$ cat src/rtl/pwm_ctrl_pkg.sv
// Shared types and constants for the PWM output controller.
package pwm_ctrl_pkg;

    localparam int unsigned PWM_CNT_W = 8;
    localparam int unsigned NUM_OUT   = 16;
    localparam logic [PWM_CNT_W-1:0] DUTY_FULL = 8'hFF;

    typedef enum logic [1:0] {
        LOAD = 2'd0,
        RUN  = 2'd1,
        PEND = 2'd2
    } state_e;

endpackage

$ cat src/rtl/pwm_prescaler.sv
// Clock prescaler: one tick every CLK_DIV cycles, restartable via clr.
module pwm_prescaler #(
    parameter int unsigned CLK_DIV = 3000,
    parameter int unsigned DIV_W   = 12
) (
    input  logic clk,
    input  logic rst_n,
    input  logic clr,
    output logic tick
);

    localparam logic [DIV_W-1:0] DIV_MAX = DIV_W'(CLK_DIV - 1);

    logic [DIV_W-1:0] div_q;
    logic [DIV_W-1:0] div_d;

    assign tick = (div_q == DIV_MAX);

    always_comb begin
        div_d = div_q + DIV_W'(1);
        if (clr || tick) begin
            div_d = '0;
        end
    end

    always_ff @(posedge clk) begin
        if (!rst_n) begin
            div_q <= '0;
        end else begin
            div_q <= div_d;
        end
    end

endmodule

$ cat src/rtl/pwm_controller.sv
// 16-pin static/PWM driver with period-aligned double-buffered configuration
// and an immediate disable path through the live output-enable bits.
module pwm_controller
    import pwm_ctrl_pkg::*;
#(
    parameter int unsigned CLK_DIV = 3000,
    parameter int unsigned DIV_W   = 12
) (
    input  logic                 clk,
    input  logic                 rst_n,
    input  logic [NUM_OUT-1:0]   en_out,
    input  logic [NUM_OUT-1:0]   en_pwm_mode,
    input  logic [PWM_CNT_W-1:0] pwm_duty,
    input  logic                 cfg_valid,
    output logic [NUM_OUT-1:0]   out,
    output logic                 period_start,
    output logic                 update_pending
);

    state_e                 state_q, state_d;
    logic [PWM_CNT_W-1:0]   cnt_q, cnt_d;
    logic [NUM_OUT-1:0]     en_sh_q, en_sh_d;
    logic [NUM_OUT-1:0]     mode_sh_q, mode_sh_d;
    logic [PWM_CNT_W-1:0]   duty_sh_q, duty_sh_d;
    logic [NUM_OUT-1:0]     out_q, out_d;
    logic                   period_start_q;
    logic                   update_pending_q;

    logic tick;
    logic clr_c;
    logic load_c;
    logic boundary_c;
    logic pwm_hi_c;

    pwm_prescaler #(
        .CLK_DIV (CLK_DIV),
        .DIV_W   (DIV_W)
    ) u_prescaler (
        .clk   (clk),
        .rst_n (rst_n),
        .clr   (clr_c),
        .tick  (tick)
    );

    assign boundary_c = tick && (cnt_q == PWM_CNT_W'(255));

    // Config FSM: a write arms PEND; shadows reload only on a period boundary.
    always_comb begin
        state_d = state_q;
        load_c  = 1'b0;
        clr_c   = 1'b0;
        case (state_q)
            LOAD: begin
                load_c  = 1'b1;
                clr_c   = 1'b1;
                state_d = RUN;
            end
            RUN: begin
                if (cfg_valid && boundary_c) begin
                    load_c = 1'b1;
                end else if (cfg_valid) begin
                    state_d = PEND;
                end
            end
            PEND: begin
                if (boundary_c) begin
                    load_c  = 1'b1;
                    state_d = RUN;
                end
            end
            default: begin
                state_d = LOAD;
            end
        endcase
    end

    always_comb begin
        cnt_d     = cnt_q;
        en_sh_d   = load_c ? en_out      : en_sh_q;
        mode_sh_d = load_c ? en_pwm_mode : mode_sh_q;
        duty_sh_d = load_c ? pwm_duty    : duty_sh_q;
        if (clr_c) begin
            cnt_d = '0;
        end else if (tick) begin
            cnt_d = cnt_q + PWM_CNT_W'(1);
        end
        pwm_hi_c = (duty_sh_q == DUTY_FULL) || (cnt_q < duty_sh_q);
        out_d    = en_out & en_sh_q & (~mode_sh_q | {NUM_OUT{pwm_hi_c}});
    end

    always_ff @(posedge clk) begin
        if (!rst_n) begin
            state_q          <= LOAD;
            cnt_q            <= '0;
            en_sh_q          <= '0;
            mode_sh_q        <= '0;
            duty_sh_q        <= '0;
            out_q            <= '0;
            period_start_q   <= 1'b0;
            update_pending_q <= 1'b0;
        end else begin
            state_q          <= state_d;
            cnt_q            <= cnt_d;
            en_sh_q          <= en_sh_d;
            mode_sh_q        <= mode_sh_d;
            duty_sh_q        <= duty_sh_d;
            out_q            <= out_d;
            period_start_q   <= boundary_c;
            update_pending_q <= (state_d == PEND);
        end
    end

    assign out            = out_q;
    assign period_start   = period_start_q;
    assign update_pending = update_pending_q;

endmodule

$ cat config.mk
export PLATFORM = sky130hd
export DESIGN_NAME = pwm_controller
export DESIGN_NICKNAME = d
export VERILOG_FILES = /design/src/rtl/pwm_ctrl_pkg.sv /design/src/rtl/pwm_prescaler.sv /design/src/rtl/pwm_controller.sv
export SDC_FILE = /design/constraint.sdc
export NUM_CORES = 1
export LEC_CHECK = 0
export CAP_MARGIN = 5
export CORE_MARGIN = 5
export CORE_UTILIZATION = 35
export DETAILED_ROUTE_END_ITERATION = 16
export DONT_BUFFER_PORTS = 1
export PLACE_DENSITY = 0.55
export SLEW_MARGIN = 20
export SYNTH_ARGS = -nofsm -noshare
export SYNTH_HDL_FRONTEND = slang
export SYNTH_SLANG_ARGS = --single-unit
$ cat constraint.sdc
create_clock -name clk -period 5.8 [get_ports clk]
set_clock_uncertainty 0.1 [all_clocks]
set_input_delay 1.74 -clock clk [delete_from_list [all_inputs] [get_ports clk]]
set_output_delay 1.74 -clock clk [all_outputs]
set_load 0.005 [all_outputs]
==> flow_metrics.py, run 1 <==
metrics = {
    "clocking": {
        "clock_sinks": 80,
        "cts_tree": "built",
        "hold_buffers": 0,
        "cts_resized": 0,
        "source_to_sink_clock_delay_at_the_later_pin_of_the_worst_skew_pair_ns": 0.34,
        "worst_setup_hold_path_clk_slew_ns": 0.08,
        "clock_tree.buffer_depth": 2,
        "postCtsSetupRepairBufs": 0,
        "cts_root_buf": "clkbuf_8",
        "number_of_buffers_added_by_the_clock_tree_synthesis_step": 9,
        "cts-htree-levels": 3,
    },
    "place": {
        "detailed_place_hpwl_um": 4620,
        "gp_congestion": 0.733,
        "port_buffers": 0,
        "dp_cells": 463,
        "placement.cell_area_mm2": 0.00328,
    },
    "worst_setup_path": {
        "cp_data_arrival_time_ns": 3.13,
        "cp_max_fo": 80,
        "setup.worst_path.class": "in2reg",
        "timing.critical_path.required_ns": 5.97,
        "worstSetupStartpointType": "input port",
        "worst_setup_path_end_kind": "flop",
    },
    "pwr": {
        "power.ir.vdd_worst_mv": 0.133,
        "cellPowerDensity_mw_per_mm2": 325,
        "leak_pwr_nw": 1.30,
        "report.power.total_mw": 1.14,
    },
    "layout": {
        "layout.nets": 415,
        "antenna_cells": 0,
        "synthToLayoutAreaGrowth_pct": 7.12,
        "final_layout_size_suffix_gt1_share_pct": 11.4,
        "fin_cells": 478,
        "filler_cell_count": 924,
        "postLayoutCellArea_mm2": 0.00350,
        "multiInputGateArea_mm2": 0.00149,
        "sequential_cell_area_mm2": 0.00160,
        "postLayoutCoreUtil_pct": 38.3,
    },
    "floorplanning": {
        "ioPinCount": 61,
        "die_area_mm2": 0.0114,
        "floorplan.die.width_um": 107,
        "core-area_mm2": 0.00915,
        "cell_rows": 35,
        "start_util_pct": 35.7,
        "dieHeight_um": 107,
    },
    "synthesis": {
        "synth-xor-area-share_pct": 4.55,
        "netlist.top_cell.by_area": "dfxtp_1",
        "synth_area_leaders": "dfxtp_1, nand3_1, nand2_1",
        "synth-adder-area-share_pct": 3.44,
        "synth_top_family_by_area": "simple AND/OR/NAND/NOR gates",
        "most_frequent_cell_after_synthesis": "dfxtp_1",
        "syn_area_per_cell_um2": 8.81,
        "synth-seq-area-share_pct": 49.0,
        "synth.cell_area_mm2": 0.00327,
        "synth_cell_type_count": 34,
        "synth_top_cells_by_count": "dfxtp_1, nand3_1, nand2_1",
        "postSynthCellCount": 371,
        "ys_ff_latch": 80,
        "synthDominantCellAreaShare_pct": 49.0,
        "synthesized_area_fraction_occupied_by_ao_oa_aoi_and_oai_cells_pct": 13.8,
        "synthesized_netlist_net_count": 423,
        "ys.warnings.count": 0,
        "proportion_of_register_bits_with_asynchronous_set_or_reset_after_synthesis_pct": 0,
        "synth.area.mux_share_pct": 0.306,
        "synthFlopType": "dfxtp_1",
        "synthSimpleGateAreaFrac_pct": 23.5,
        "number_of_enable_type_register_cells_in_the_synthesized_netlist": 0,
    },
    "detailed_routing": {
        "drtAntennaViolNets": 0,
        "drt-pass1-iter-count": 4,
        "post_drt_via_cell_ratio": 4.94,
        "dr_total_vias": 2359,
        "drt_drc_violations_left": 0,
        "wire_per_inst_um": 13.9,
        "drt-initial-drc-count": 215,
        "detail_route.wirelength_um": 6640,
    },
    "outcome": {
        "run_status": "finished clean",
    },
    "global_routing": {
        "gr-total-overflow": 0,
        "total_grt_usage_pct": 12.2,
        "grt_antenna_before_repair": 0,
        "wire_length_of_the_first_global_routing_pass_um": 11000,
        "largest_net_degree_at_the_start_of_global_routing": 101,
        "grt_pass1_vias": 2253,
    },
    "sta": {
        "final_hold_viol_count": 0,
        "timing.final.crit_share_pct": 51.0,
        "final.setup.tns_ns": 0,
        "post-route-min-period_ns": 2.96,
        "rsz0062_at_grt": "no",
        "fmax_mhz": 338,
        "count_of_final_setup_violators": 0,
        "slew_viol_final": 0,
        "timing.max_slew.rel_slack_pct": 41.8,
        "tightestPinTransition_ns": 0.874,
    },
    "run": {
        "drv.max_cap_violation_count": 0,
    },
    "hold_path": {
        "hold_class": "reg2reg",
    },
}
-- power breakdown --
part	switching [mW]	leakage, nW	internal (mW)	total (mW)
Sequential	0.0200	0.655	0.582	0.602
Combinational	0.0592	0.533	0.0318	0.0911
Clock	0.194	0.108	0.252	0.446
-- registers in the layout, indices dropped and copies added (netlist names) --
register	count
update_pending	1
mode_sh_q	16
duty_sh_q	8
cnt_q	8
state_q	2
en_sh_q	16
out	16
period_start	1
u_prescaler.div_q	12
-- critical path: stages --
cell     delay (ns)
inv_1          0.03
o21ai_0        0.11
a41oi_4        0.23
buf_4          0.69
nand3_1        0.18
o21ai_2        0.09
-- per-stage QoR --
stage	worst slack, ns	hold WS [ns]
final	2.84	0.331
after CTS	2.85	0.335
after global placement	2.51	0.314
after global routing	2.68	0.349
after detailed placement	2.48	0.322
after floorplan	2.85	0.303
-- cells in the final DEF, fill, tap and decap left out, types with 2 or more instances in the layout --
master and n:
dfxtp_1 80, nand3_1 64, nand2_1 54, nor2_1 29, o21ai_1 21, o21ai_2 20
a21oi_1 19, inv_1 10, clkbuf_8 10, xnor2_1 9, ha_1 9, xor2_1 8
nand4_1 4, and3_1 3, nor3_1 2, nor4_1 2, o21ai_0 2, bufinv_16 2
buf_4 2
-- worst paths after layout --
| check | from | end | slack [ns] | cells after the start |
|---|---|---|---|---|
| worst min-delay path | mode_sh_q[1] | out[1] | 0.33 | 1 |
| worst min register to register | mode_sh_q[1] | out[1] | 0.33 | 1 |
| worst max register to register | u_prescaler.div_q[0] | en_sh_q[4] | 3.35 | 7 |
| worst max-delay path | cfg_valid | en_sh_q[4] | 2.84 | 6 |
-- layout make-up --
class	instances	share of cell area, %
sequential	80	45.7
tap	111	3.97
timing repair buffer	2	0.429
clock inverter	5	2.32
inverter	10	1.07
multi-input combinational	260	42.6
clock buffer	10	3.93
-- cells by family (layout without fill, tap and decap cells) --
family / count (synthesis) / after routing
simple gates: 165 / 165
buf+inv: 31 / 27
compound gates: 68 / 68
flops: 80 / 80
fa+ha+maj: 9 / 9
mux: 1 / 1
xor+xnor: 17 / 17
-- per-layer routing --
metal  GRT usage [%]  up-vias  part of all wire, %  wire length [um]
met4            4.38        0                  1.2                81
met1            15.7     1044                   47              3120
met2            17.6       54                   43              2850
met5               0        -                    0                 0
li1                -     1252                    -                 -
met3            5.84        9                  8.8               583
Power figures use the tool's default switching activity.
==> run 2, diff against run 1 <==
--- a/config.mk
+++ b/config.mk
@@ -10,7 +10,7 @@
 export CORE_UTILIZATION = 35
 export DETAILED_ROUTE_END_ITERATION = 16
 export DONT_BUFFER_PORTS = 1
-export PLACE_DENSITY = 0.55
+export PLACE_DENSITY = 0.57
 export SLEW_MARGIN = 20
 export SYNTH_ARGS = -nofsm -noshare
 export SYNTH_HDL_FRONTEND = slang
==> constraint.sdc (replaced) <==
create_clock -name clk -period 2.4 [get_ports clk]
set_clock_uncertainty 0.1 [all_clocks]
set_input_delay 0.72 -clock clk [delete_from_list [all_inputs] [get_ports clk]]
set_output_delay 0.72 -clock clk [all_outputs]
set_load 0.005 [all_outputs]
==> flow_metrics.py, run 2 (synthesis results as in run 1) <==
metrics = {
    "clocking": {
        "cts_tree": "built",
        "cts-htree-levels": 3,
        "clock_tree.buffer_depth": 2,
        "number_of_buffers_added_by_the_clock_tree_synthesis_step": 9,
        "postCtsSetupRepairBufs": 0,
        "worst_setup_hold_path_clk_slew_ns": 0.07,
        "source_to_sink_clock_delay_at_the_later_pin_of_the_worst_skew_pair_ns": 0.33,
        "cts_resized": 0,
        "cts_root_buf": "clkbuf_8",
        "hold_buffers": 0,
        "clock_sinks": 80,
    },
    "sta": {
        "slew_viol_final": 0,
        "final_hold_viol_count": 0,
        "timing.final.crit_share_pct": 92.0,
        "fin_worst_hold_slack_ns": 0.325,
        "final_critical_path_setup_slack_ns": 0.193,
        "final.setup.tns_ns": 0,
        "timing.max_slew.rel_slack_pct": 61.0,
        "count_of_final_setup_violators": 0,
        "tightestPinTransition_ns": 0.585,
        "fmax_mhz": 453,
        "post-route-min-period_ns": 2.21,
        "rsz0062_at_grt": "no",
    },
    "outcome": {
        "run_status": "finished clean",
    },
    "pwr": {
        "leak_pwr_nw": 1.30,
        "cellPowerDensity_mw_per_mm2": 726,
        "report.power.total_mw": 2.55,
        "power.ir.vdd_worst_mv": 0.300,
    },
    "worst_setup_path": {
        "setup.worst_path.class": "reg2reg",
        "crit_buf_inv": 1,
        "worst-r2r-cell-count": 6,
        "worst_path_max_delay_cell": "or4b_4",
        "ordered_list_of_cells_on_the_worst_path": "or4b_4 -> nor4_4 -> a41oi_4 -> buf_12 -> nand3_1 -> o21ai_2",
        "path_depth": 6,
        "cp_data_arrival_time_ns": 2.33,
        "timing.critical_path.max_delay_family": "simple AND/OR/NAND/NOR gates",
        "cp_max_fo": 80,
        "critical_path.max_stage_delay_ns": 0.57,
        "worstSetupStartpointType": "flop",
        "timing.critical_path.required_ns": 2.52,
        "worst_setup_path_end_kind": "flop",
    },
    "layout": {
        "most_used_cells_in_the_layout_excluding_fill_and_tap_cells": "dfxtp_1, nand3_1, nand2_1",
        "synthToLayoutAreaGrowth_pct": 7.50,
        "multiInputGateArea_mm2": 0.00149,
        "antenna_cells": 0,
        "layout.nets": 421,
        "fin_cells": 485,
        "final_layout_size_suffix_gt1_share_pct": 12.8,
        "filler_cell_count": 954,
        "layout.cells.most_common": "dfxtp_1",
        "sequential_cell_area_mm2": 0.00160,
    },
    "floorplanning": {
        "floorplan.die.width_um": 107,
        "cell_rows": 35,
        "core-area_mm2": 0.00915,
        "start_util_pct": 35.7,
        "dieHeight_um": 107,
        "ioPinCount": 61,
        "die_area_mm2": 0.0114,
    },
    "hold_path": {
        "hold_class": "reg2reg",
        "whs_path_depth": 1,
    },
    "place": {
        "detailed_place_hpwl_um": 4680,
        "dp_cells": 469,
        "port_buffers": 0,
        "placement.setup.worst_slack_ns": 0.206,
        "gp_congestion": 0.751,
    },
    "detailed_routing": {
        "route.met2.wl_um": 2800,
        "wire_per_inst_um": 13.6,
        "drtAntennaViolNets": 0,
        "drt_drc_violations_left": 0,
        "detail_route.wirelength_um": 6600,
        "post_drt_via_cell_ratio": 4.90,
        "dr_total_vias": 2377,
        "drt-pass1-iter-count": 5,
        "drt-initial-drc-count": 101,
        "wl_met3_um": 425,
        "m1WireLength_um": 3340,
        "dr.max_layer_used": "met4",
    },
    "run": {
        "drv.max_cap_violation_count": 0,
    },
    "global_routing": {
        "grt_antenna_before_repair": 0,
        "total_grt_usage_pct": 12.3,
        "grt_pass1_vias": 2317,
        "wire_length_of_the_first_global_routing_pass_um": 11200,
        "gr-total-overflow": 0,
        "largest_net_degree_at_the_start_of_global_routing": 101,
    },
}
-- run 2: metrics by stage --
step / utilization [%] / cell area, um^2
after floorplan: - / 3270
after global placement: 36.5 / 3340
after detailed placement: 36.5 / 3340
after CTS: 38.4 / 3510
after global routing: 38.4 / 3510
final: 38.4 / 3510
-- run 2: path summary, 6_finish.rpt --
| check | slack (ns) | startpoint | endpoint |
|---|---|---|---|
| max | 0.19 | u_prescaler.div_q[3] | duty_sh_q[1] |
| max reg2reg | 0.19 | u_prescaler.div_q[3] | duty_sh_q[1] |
| min | 0.33 | mode_sh_q[12] | out[12] |
| min reg2reg | 0.33 | mode_sh_q[12] | out[12] |
-- run 2: worst reg2reg max path: cells and delay by family (launching register included) --
kind / cells / cell delay, ns
flops: 1 / 0.36
compound gates: 2 / 0.22
simple gates: 3 / 1.18
buf+inv: 1 / 0.23
-- run 2: final cells by class --
class	instances	area share [%]
multi-input cells	260	42.4
clock buffers	11	4.02
inverters	10	1.07
flip-flops and latches	80	45.6
well taps	111	3.95
repair buffers	8	2.06
clock inverters	5	0.926
-- run 2: routing by layer --
metal	vias up	global-route usage, %
met5	-	0
met4	0	3.29
met2	48	17.9
li1	1266	-
met1	1061	16.2
met3	2	5.96
-- run 2: where the power goes --
group          switching, mW  internal [mW]
sequential            0.0474           1.41
clock                  0.459          0.400
combinational          0.147         0.0891
==> run 3, diff against run 2 <==
--- a/config.mk
+++ b/config.mk
@@ -6,6 +6,7 @@
 export NUM_CORES = 1
 export LEC_CHECK = 0
 export CAP_MARGIN = 5
+export CORE_ASPECT_RATIO = 0.75
 export CORE_MARGIN = 5
 export CORE_UTILIZATION = 35
 export DETAILED_ROUTE_END_ITERATION = 16
==> flow_metrics.py, run 3 (synthesis results as in run 1) <==
metrics = {
    "hold_path": {
        "whs_path_depth": 1,
        "hold_ep": "out[14]",
        "hold_class": "reg2reg",
        "hold_path.startpoint": "mode_sh_q[14]",
    },
    "clocking": {
        "clock_tree.buffer_depth": 2,
        "cts-htree-levels": 3,
        "cts_resized": 0,
        "number_of_buffers_added_by_the_clock_tree_synthesis_step": 9,
        "source_to_sink_clock_delay_at_the_later_pin_of_the_worst_skew_pair_ns": 0.33,
        "cts_tree": "built",
        "postCtsSetupRepairBufs": 0,
        "clock_sinks": 80,
        "hold_buffers": 0,
        "cts_root_buf": "clkbuf_16",
        "worst_setup_hold_path_clk_slew_ns": 0.06,
    },
    "sta": {
        "fin_worst_hold_slack_ns": 0.320,
        "timing.final.crit_share_pct": 89.2,
        "fmax_mhz": 467,
        "final_critical_path_setup_slack_ns": 0.260,
        "timing.max_slew.rel_slack_pct": 76.6,
        "slew_viol_final": 0,
        "final.setup.tns_ns": 0,
        "rsz0062_at_grt": "no",
        "post-route-min-period_ns": 2.14,
        "count_of_final_setup_violators": 0,
        "final_hold_viol_count": 0,
        "tightestPinTransition_ns": 0.347,
    },
    "pwr": {
        "leak_pwr_nw": 1.35,
        "cellPowerDensity_mw_per_mm2": 835,
        "switching_power_mw": 0.720,
        "share_clk_of_total_power_pct": 44.7,
        "cellInternalPower_mw": 2.33,
        "sw_frac_of_total_pct": 23.6,
        "comb_power_share_pct": 7.5,
        "seqPwrFrac_pct": 47.8,
        "report.power.total_mw": 3.05,
        "power.ir.vdd_worst_mv": 0.351,
    },
    "floorplanning": {
        "start_util_pct": 36.0,
        "floorplan.die.width_um": 122,
        "cell_rows": 30,
        "die_area_mm2": 0.0114,
        "core-area_mm2": 0.00908,
        "ioPinCount": 61,
        "dieHeight_um": 93.7,
    },
    "detailed_routing": {
        "detail_route.wirelength_um": 6360,
        "drt-pass1-iter-count": 4,
        "drtAntennaViolNets": 0,
        "drt-initial-drc-count": 115,
        "post_drt_via_cell_ratio": 4.75,
        "wire_per_inst_um": 12.7,
        "dr_total_vias": 2377,
        "drt_drc_violations_left": 0,
    },
    "global_routing": {
        "total_grt_usage_pct": 11.7,
        "grt_antenna_before_repair": 0,
        "wire_length_of_the_first_global_routing_pass_um": 10600,
        "largest_net_degree_at_the_start_of_global_routing": 101,
        "gr-total-overflow": 0,
        "grt_pass1_vias": 2224,
    },
    "layout": {
        "most_used_cells_in_the_layout_excluding_fill_and_tap_cells": "dfxtp_1, nand3_1, nand2_1",
        "layout.nets": 419,
        "filler_cell_count": 941,
        "final_layout_size_suffix_gt1_share_pct": 12.6,
        "layout.cells.most_common": "dfxtp_1",
        "antenna_cells": 0,
        "postLayoutCoreUtil_pct": 40.2,
        "synthToLayoutAreaGrowth_pct": 11.7,
    },
    "worst_setup_path": {
        "cp_data_arrival_time_ns": 2.24,
        "setup.worst_path.class": "reg2reg",
        "timing.critical_path.required_ns": 2.50,
        "worstReg2RegEnd": "mode_sh_q[1]",
        "cp_max_fo": 80,
        "ff2ff_setup_slack_ns": 0.26,
        "worst-r2r-cell-count": 6,
        "worstSetupStartpointType": "flop",
        "r2r-start": "u_prescaler.div_q[3]",
        "worst_setup_path_end_kind": "flop",
    },
    "place": {
        "gp_congestion": 0.787,
        "port_buffers": 0,
        "detailed_place_hpwl_um": 4450,
        "placement.setup.worst_slack_ns": 0.259,
    },
    "run": {
        "drv.max_cap_violation_count": 0,
    },
    "outcome": {
        "run_status": "finished clean",
    },
}
-- run 3: changes by cell type in the layout (fill, tap and decap cells not counted), sizes merged --
cell    delta
buf        -2
clkbuf     -1
bufinv     +1
inv        +1
clkinv     -1
-- run 3: how the worst max path moves through the flow --
stage,start,to,slack [ns],cells after the start
2_1_floorplan,u_prescaler.div_q[6],mode_sh_q[10],0.37,6
3_3_place_gp,u_prescaler.div_q[3],mode_sh_q[12],0.31,6
3_5_place_dp,u_prescaler.div_q[3],en_sh_q[1],0.26,6
4_1_cts,u_prescaler.div_q[3],mode_sh_q[1],0.25,6
5_1_grt,u_prescaler.div_q[3],mode_sh_q[0],0.12,6
6_report,u_prescaler.div_q[3],mode_sh_q[1],0.26,6
-- run 3: power groups by stage --
stage               clock network (mW)  logic, mW  registers, mW
global route                      1.47      0.262           1.47
finish                            1.36      0.229           1.46
CTS                               1.40      0.235           1.46
detailed placement                   0      0.234           1.49
floorplan                            0      0.238           1.47
global placement                     0      0.227           1.49
-- run 3: worst max-delay path, cell delays in order (launching register included) --
cell	delay [ns]
dfxtp_1	0.35
or4b_4	0.56
nor4_4	0.37
a41oi_4	0.17
buf_12	0.24
nand3_1	0.13
o21ai_1	0.07
-- run 3: final cells by class --
| type | instances | area (um^2) | area share (%) |
|---|---|---|---|
| flip-flops and latches | 80 | 1600 | 43.9 |
| multi-input cells | 260 | 1490 | 40.8 |
| clock buffers | 10 | 239 | 6.54 |
| well taps | 128 | 160 | 4.39 |
| clock inverters | 6 | 66.3 | 1.82 |
| repair buffers | 6 | 57.6 | 1.58 |
| inverters | 10 | 37.5 | 1.03 |
-- run 3: layer usage --
metal | routed length [um] | GRT usage, % | up-vias
met5 | 0 | 0 | -
met4 | 67 | 3.92 | 0
met3 | 451 | 4.94 | 9
met2 | 2730 | 16.5 | 48
met1 | 3120 | 15.9 | 1055
li1 | - | - | 1265
-- run 3: stage by stage --
stage | instance area, um^2 | instances
after detailed placement | 3350 | 484
after floorplan | 3270 | 371
after CTS | 3650 | 500
after global placement | 3350 | 484
final | 3650 | 500
after global routing | 3650 | 500
